<file path="config.mk">
export PLATFORM = sky130hd
export DESIGN_NAME = hazard_unit
export DESIGN_NICKNAME = d
export VERILOG_FILES = /design/src/rtl/hazard_unit.sv
export SDC_FILE = /design/constraint.sdc
export NUM_CORES = 1
export LEC_CHECK = 0
export CAP_MARGIN = 20
export CORE_ASPECT_RATIO = 1.1
export CORE_UTILIZATION = 45
export CTS_BUF_LIST = sky130_fd_sc_hd__clkbuf_8
export CTS_CLUSTER_DIAMETER = 150
export DETAILED_ROUTE_END_ITERATION = 10
export HOLD_SLACK_MARGIN = 0.03
export PLACE_DENSITY = 0.93
export RECOVER_POWER = 50
export SLEW_MARGIN = 20
export SYNTH_ARGS = -nofsm -noshare
export SYNTH_HDL_FRONTEND = slang
export SYNTH_SLANG_ARGS = --single-unit
</file>
<file path="constraint.sdc">
create_clock -name clk -period 2.08 [get_ports clk]
set_input_delay 0.416 -clock clk [delete_from_list [all_inputs] [get_ports clk]]
set_output_delay 0.416 -clock clk [all_outputs]
set_load 0.005 [all_outputs]
</file>
<file path="src/rtl/hazard_unit.sv">
// Pipeline hazard unit: operand forwarding, load-use stall, branch flush and
// a fixed-latency multiply/divide stall FSM with a saturating stall counter.
module hazard_unit #(
  parameter int MD_LATENCY = 32
) (
  input  logic        clk,
  input  logic        rst_n,
  input  logic [4:0]  Rs1D,
  input  logic [4:0]  Rs2D,
  input  logic [4:0]  Rs1E,
  input  logic [4:0]  Rs2E,
  input  logic [4:0]  RdE,
  input  logic [4:0]  RdM,
  input  logic [4:0]  RdW,
  input  logic        RegWriteM,
  input  logic        RegWriteW,
  input  logic        ResultSrcE0,
  input  logic        PCSrcE,
  input  logic        MdStartE,
  output logic [1:0]  ForwardAE,
  output logic [1:0]  ForwardBE,
  output logic        StallF,
  output logic        StallD,
  output logic        StallE,
  output logic        FlushD,
  output logic        FlushE,
  output logic        FlushM,
  output logic        MdBusy,
  output logic [5:0]  MdCount,
  output logic [31:0] PerfStallCnt
);

  typedef enum logic {IDLE = 1'b0, BUSY = 1'b1} md_state_t;

  localparam logic [5:0] MD_LOAD = 6'(MD_LATENCY - 2);

  md_state_t  state_q, state_d;
  logic [5:0] count_d;
  logic       md_done_q;
  logic       lw_stall;

  // Memory stage wins over Writeback because it holds the younger result.
  always_comb begin
    ForwardAE = 2'b00;
    ForwardBE = 2'b00;
    if (RegWriteM && (RdM != 5'd0) && (RdM == Rs1E))      ForwardAE = 2'b10;
    else if (RegWriteW && (RdW != 5'd0) && (RdW == Rs1E)) ForwardAE = 2'b01;
    if (RegWriteM && (RdM != 5'd0) && (RdM == Rs2E))      ForwardBE = 2'b10;
    else if (RegWriteW && (RdW != 5'd0) && (RdW == Rs2E)) ForwardBE = 2'b01;
  end

  assign lw_stall = ResultSrcE0 && (RdE != 5'd0) && ((Rs1D == RdE) || (Rs2D == RdE));

  always_comb begin
    state_d = state_q;
    count_d = MdCount;
    StallF  = 1'b0;
    StallD  = 1'b0;
    StallE  = 1'b0;
    FlushD  = 1'b0;
    FlushE  = 1'b0;
    FlushM  = 1'b0;
    case (state_q)
      IDLE: begin
        StallF = lw_stall;
        StallD = lw_stall;
        FlushE = lw_stall || PCSrcE;
        FlushD = PCSrcE;
        // md_done_q blocks the still-present start of the op that just finished.
        if (MdStartE && !PCSrcE && !md_done_q) begin
          state_d = BUSY;
          count_d = MD_LOAD;
          StallF  = 1'b1;
          StallD  = 1'b1;
          StallE  = 1'b1;
          FlushM  = 1'b1;
        end
      end
      BUSY: begin
        StallF = 1'b1;
        StallD = 1'b1;
        StallE = 1'b1;
        FlushM = 1'b1;
        if (MdCount == 6'd0) state_d = IDLE;
        else                 count_d = MdCount - 6'd1;
      end
      default: state_d = IDLE;
    endcase
  end

  always_ff @(posedge clk or negedge rst_n) begin
    if (!rst_n) begin
      state_q      <= IDLE;
      MdCount      <= 6'd0;
      md_done_q    <= 1'b0;
      PerfStallCnt <= 32'd0;
    end else begin
      state_q   <= state_d;
      MdCount   <= count_d;
      md_done_q <= (state_q == BUSY) && (MdCount == 6'd0);
      if (StallF && (PerfStallCnt != 32'hFFFF_FFFF))
        PerfStallCnt <= PerfStallCnt + 32'd1;
    end
  end

  assign MdBusy = (state_q == BUSY);

endmodule

</file>
==> metrics.txt, run 1 <==
vias in the first global route=2606; Layout area overhead=78.7%; core footprint=0.00472 sq mm; DR iter-0 viols=197; share of post-route cells with drive strength above 1=37.4%; relative max-transition margin=33.2%; largest cells by area after synthesis=dfrtp_1 44%, xnor2_1 16%, xor2_1 9.3%, nand3_1 3.8%, and3_1 3.3%; H-Tree Depth=2; Final WS setup=-0.119 ns; synthesized area per cell=10.0 sq um; GRT overflow=0; minimum clock period after layout=2.20 ns; largest area contributor in the netlist=dfrtp_1; Fill cells=247; CP required=1.66 ns; Crit Reg-Reg Startpoint=md_done_q$_DFF_PN0_; Max-Cap Viols=0; syn_nets=269; clock tree sinks=40; Die H=76.2 microns; Startpoint Class=primary input; clock-pin slew on the worst setup and hold paths=0.08 ns; HPWL Detailed=5070 microns; routed wire length=8770 microns; die area=0.00529 sq mm; antenna violations before repair=1; Post-DRT Antenna Nets=0; gpl congestion=0.794; Power Density=753 mW/mm^2; CTS tree=yes; global-route wire length before repair=12400 microns; 1st-pass router iterations=4; Tot GR Track Use=30.7%; Worst R2R End=MdCount[5]$_DFFE_PN0P_; Max Freq=455 MHz; Yosys cell types=33; R2R cell count=11; Worst Tran Pin Value=1.00 ns; Final Hold Viols=0; FP Rows=26; routed len/inst=19.5 microns; reg2reg setup slack=-0.03 ns; post-route clock period utilization=106%; Nets=436; Max Buffers Root-to-Sink=2; area of the multi-input gates=0.00143 sq mm; starting density of the core=47.7%; Pwr Total=0.00303 W; total CTS buffers=5; TNS Setup=-0.240 ns; Final Slew Violations=0; drt via density=5.63; vias=2533; clock skew=0.0114 ns; # IOs=91; failing checks=setup timing; Finish-stage setup viols=6; CP Max Fanout=2; Static Leakage=1.92 nW; synthesized instance count=225; area share of the largest cell type after synthesis=44.5%; status=complete, but fails checks; DRC viols=0; hold crit path type=in -> async; number of synthesized register bits=40; synthesized area=0.00225 sq mm; register area share after synthesis=44.5%; Die Wd=69.4 microns; Root Driver=clkbuf_8; Util after Layout=85.3%; RSZ-0062 raised after global routing=yes; Setup crit end kind=output port; Crit Path Category=in -> out; FF+latch area=0.00100 sq mm; input/output buffers=90; largest net degree at the start of global routing=41; Worst EP arrival=1.78 ns; worst-skew pair later-pin latency=0.31 ns; Worst VDD drop=0.446 mV; Yosys warnings=0
-- cells in the final DEF, fill, tap and decap left out, types with 2 or more instances in the layout --
cell type,instances
o21ai_4,2
buf_6,11
dlymetal6s2s_1,2
nand4_1,10
nor4_4,3
nand3_2,2
or4_4,5
nand2_1,19
xnor2_2,4
xor2_1,23
ha_1,2
clkdlybuf4s50_1,27
clkbuf_8,6
dlygate4sd2_1,15
nand3_1,15
clkbuf_2,5
a21oi_4,2
buf_4,70
dlygate4sd3_1,17
nor3_4,3
buf_2,13
xnor2_1,37
nor2_2,3
and3_1,11
nor3_1,3
inv_2,2
nor2_1,6
dfrtp_1,40
and2_1,3
and3_4,2
clkdlybuf4s15_1,4
inv_1,5
-- power breakdown --
group          switching [W]  internal, W  leakage (nW)
logic               0.000624     0.000804          1.34
clock network       0.000271     0.000261        0.0538
registers           0.000136     0.000931         0.519
total                0.00103      0.00200          1.92
-- synthesized netlist by cell type, drive strengths merged --
cell / n
dfrtp: 40
nand2b: 1
and4: 1
o21ai: 3
and3: 13
nand2: 20
buf: 5
a31oi: 1
inv: 5
ha: 2
o22ai: 2
clkbuf: 2
nor3b: 1
nor4: 5
a21oi: 3
nor3: 7
or4: 5
nand3: 17
nor2: 10
mux2: 1
nor2b: 1
nand4: 10
a211o: 1
and2: 3
xor2: 24
xnor2: 41
a311oi: 1
-- timing repair --
item	in CTS	in global routing
endpoints found under the setup margin	40	36
setup buffers	13	6
cloned	0	0
hold buffers	0	0
pin swaps	29	18
resized for setup	148	31
-- critical path, cell delays in order --
cell    delay (ns)
buf_6         0.09
buf_6         0.11
xor2_2        0.14
or4_4         0.55
nor4_4        0.31
buf_2         0.16
-- kinds of logic (layout without fill, tap and decap cells) --
kind of cell / count (synthesis) / count (layout) / synth area share (%)
compound gates: 11 / 11 / 3.11
xor+xnor: 65 / 65 / 25.3
fa+ha+maj: 2 / 2 / 1.11
buf+inv: 12 / 180 / 2.61
flops: 40 / 40 / 44.5
mux: 1 / 1 / 0.500
other cells: 0 / 1 / 0
simple gates: 94 / 94 / 22.9
-- metal layers --
layer,track usage [%],vias to the layer above,routed length [microns]
met2,58.4,150,4710
met3,8.47,42,610
met5,0,-,0
li1,-,1105,-
met4,14.1,0,455
met1,30.1,1236,2990
-- per-stage QoR --
step | hold slack [ns] | cells | area (sq um) | setup slack [ns]
6_report | 0.354 | 450 | 4020 | -0.119
5_1_grt | 0.430 | 450 | 4020 | -0.150
4_1_cts | 0.183 | 443 | 3900 | -0.0901
3_5_place_dp | 0.484 | 425 | 3630 | -0.983
3_3_place_gp | 0.476 | 425 | 3630 | -0.927
2_1_floorplan | 0.120 | 225 | 2250 | 0.107
-- registers in the layout, summed over array words and instances (netlist names) --
name          cells
MdCount           6
md_done_q         1
PerfStallCnt     32
MdBusy            1
-- final cells by class --
class | instances | share of cell area [%]
Sequential cell | 40 | 24.9
Clock inverter | 2 | 0.187
Inverter | 5 | 0.467
Tap cell | 56 | 1.74
Timing Repair Buffer | 167 | 35.0
Multi-Input combinational cell | 173 | 35.6
Antenna cell | 1 | 0.0622
Clock buffer | 6 | 2.05
-- worst max path at each step --
stage	slack [ns]	from	to	cells after the start
after global routing	-0.15	md_done_q$_DFF_PN0_	MdCount[5]$_DFFE_PN0P_	11
final	-0.12	RdW[2]	ForwardBE[0]	6
after CTS	-0.09	RdW[4]	ForwardBE[0]	6
after global placement	-0.93	RdM[1]	ForwardAE[0]	6
after detailed placement	-0.98	RdM[1]	ForwardBE[0]	6
after floorplan	0.11	RdE[1]	PerfStallCnt[4]$_DFFE_PN0P_	8
Note: power is estimated with default switching activity, not from simulation.
==> run 2, diff against run 1 <==
Settings changed: CELL_PAD_IN_SITES_DETAIL_PLACEMENT set to 1, CELL_PAD_IN_SITES_GLOBAL_PLACEMENT set to 1, CORE_UTILIZATION 45 to 33, PLACE_DENSITY 0.93 to 0.92.
Clock period 2.08 ns to 2.5 ns, I/O delays scaled along.
==> metrics.txt, run 2 (synthesis gave the netlist of run 1 again) <==
status=complete, no violations (was complete, but fails checks); input/output buffers=90 (unchanged); total CTS buffers=5 (unchanged); core footprint=0.00659 sq mm (was 0.00472 sq mm); Design Area, Final=0.00370 sq mm (was 0.00402 sq mm); Post-DRT Antenna Nets=0 (unchanged); Setup crit end kind=output port (unchanged); FP Rows=31 (was 26); vias in the first global route=2372 (was 2606); H-Tree Depth=2 (unchanged); relative max-transition margin=31.6% (was 33.2%); Finish-stage setup viols=0 (was 6); Root Driver=clkbuf_8 (unchanged); Max Buffers Root-to-Sink=2 (unchanged); Final Slew Violations=0 (unchanged); clock-pin slew on the worst setup and hold paths=0.08 ns (about the same); DR iter-0 viols=74 (was 197); sequential share of power=37.1% (was 35.3%); GRT overflow=0 (unchanged); global-route wire length before repair=11000 microns (was 12400 microns); Die Wd=80.7 microns (was 69.4 microns); post-route clock period utilization=98.7%; Tot GR Track Use=20.3% (was 30.7%); clock tree sinks=40 (unchanged); largest net degree at the start of global routing=41 (unchanged); most frequent cells in the layout=43 x clkdlybuf4s50_1, 41 x xnor2_1, 40 x dfrtp_1 (was 70 x buf_4, 40 x dfrtp_1, 37 x xnor2_1); Pwr Total=0.00246 W (was 0.00303 W); vias=2182 (was 2533); Startpoint Class=primary input (unchanged); CTS tree=yes (unchanged); routed len/inst=15.8 microns (was 19.5 microns); number of flip-flops in the largest register=32 (unchanged); # IOs=91 (unchanged); DP Worst Slack=-0.725 ns (was -0.983 ns); Static Leakage=1.64 nW (was 1.92 nW); post-placement cell area=0.00350 sq mm (was 0.00363 sq mm); DRC viols=0 (unchanged); minimum clock period after layout=2.47 ns; hold crit path type=in -> async (unchanged); routed wire length=6920 microns (was 8770 microns); sw frac=30.8% (was 34.1%); Switch Pwr=0.000758 W (was 0.00103 W); starting density of the core=34.1% (was 47.7%); Max Freq=405 MHz; drt via density=4.98 (was 5.63); Regs by FF count=PerfStallCnt (32), MdCount (6) (unchanged); die area=0.00716 sq mm (was 0.00529 sq mm); Worst VDD drop=0.383 mV (was 0.446 mV); 1st-pass router iterations=4 (unchanged); TNS Setup=0 ns (was -0.240 ns); Internal Power=0.00171 W (was 0.00200 W); Worst EP arrival=1.97 ns (was 1.78 ns); antenna violations before repair=0 (was 1); clock skew=0.00956 ns (was 0.0114 ns); Max-Cap Viols=0 (unchanged); largest reg by FF count=PerfStallCnt (unchanged); HPWL Detailed=5470 microns (was 5070 microns); CP Max Fanout=2 (unchanged); Crit Path Category=in -> out (unchanged); Nets=400 (was 436); Crit Reg-Reg Startpoint=PerfStallCnt[4]$_DFFE_PN0P_ (was md_done_q$_DFF_PN0_); Power Density=666 mW/mm^2 (was 753 mW/mm^2); Antenna Diode Count=0 (was 1); start point of the critical path=RegWriteM (was RdW[2]); commonest non-fill, non-tap cell in the layout=clkdlybuf4s50_1 (was buf_4); share of post-route cells with drive strength above 1=21.9% (was 37.4%); CP required=2.00 ns (was 1.66 ns); gpl congestion=0.821 (was 0.794); Clk network pwr share=25.2% (was 17.6%); Layout area overhead=64.3% (was 78.7%); Final Hold Viols=0 (unchanged); Final WS setup=0.0324 ns (was -0.119 ns); worst-skew pair later-pin latency=0.30 ns (was 0.31 ns); Worst Tran Pin Value=1.03 ns (was 1.00 ns); Die H=88.6 microns (was 76.2 microns); Logic pwr share=37.7% (was 47.2%)
==> run 2: changes by cell type in the layout (fill, tap and decap cells not counted), sizes merged <==
cell,delta
bufinv,+2
diode,-1
dlygate4sd2,+1
clkdlybuf4s50,+16
buf,-52
dlygate4sd3,+1
clkdlybuf4s15,-2
inv,-2
dlymetal6s2s,-1
==> run 2: what timing repair did <==
action | 4_1_cts | 5_1_grt
pin swaps | 11 | 8
hold buffers | 0 | 0
setup buffers | 3 | 2
setup endpoints to repair | 28 | 9
resized for setup | 58 | 15
==> run 2: stage by stage <==
step / hold slack (ns) / std cells / util [%]
after floorplan: 0.204 / 225 / -
after global placement: 0.471 / 427 / 53.1
after detailed placement: 0.477 / 427 / 53.1
after CTS: 0.353 / 436 / 55.8
after global routing: 0.431 / 438 / 56.1
final: 0.366 / 438 / 56.1
==> run 2: path summary, 6_finish.rpt <==
path | endpoint | slack, ns | depth (start not counted)
setup / recovery | ForwardAE[1] | 0.03 | 7
hold / removal | PerfStallCnt[26]$_DFFE_PN0P_ | 0.37 | 1
setup reg to reg | PerfStallCnt[27]$_DFFE_PN0P_ | 0.39 | 8
hold reg to reg | PerfStallCnt[29]$_DFFE_PN0P_ | 0.49 | 1
max in group asynchronous | MdBusy$_DFF_PN0_ | 1.50 | 1
min in group clk | PerfStallCnt[29]$_DFFE_PN0P_ | 0.49 | 1
==> run 2: layer usage <==
layer	GRT usage (%)	part of all wire, %	up-vias
met1	20.4	38	1057
met4	7.63	2.2	0
li1	-	-	1030
met3	4.74	7.0	12
met2	40.1	53	83
met5	0	0	-
==> run 2: power by group through the flow <==
stage / Combinational (W) / Sequential [W] / Clock [W]
floorplan: 0.000360 / 0.000918 / 0
global placement: 0.000901 / 0.000917 / 0
detailed placement: 0.000944 / 0.000929 / 0
CTS: 0.000951 / 0.000918 / 0.000632
global route: 0.00103 / 0.000940 / 0.000656
finish: 0.000928 / 0.000915 / 0.000621
==> run 2: final cells by class <==
cell class / instances / area (sq um)
Clock buffer: 5 / 68.8
Clock inverter: 2 / 60.1
Fill cell: 749 / 2900
Inverter: 5 / 18.8
Multi-Input combinational cell: 173 / 1290
Sequential cell: 40 / 1000
Tap cell: 82 / 103
Timing Repair Buffer: 131 / 1160
==> run 2: worst max-delay path, stage by stage <==
cell	delay, ns
clkdlybuf4s50_1	0.51
o21ai_4	0.08
buf_4	0.14
buf_4	0.13
nor4_4	0.33
buf_4	0.16
buf_2	0.11
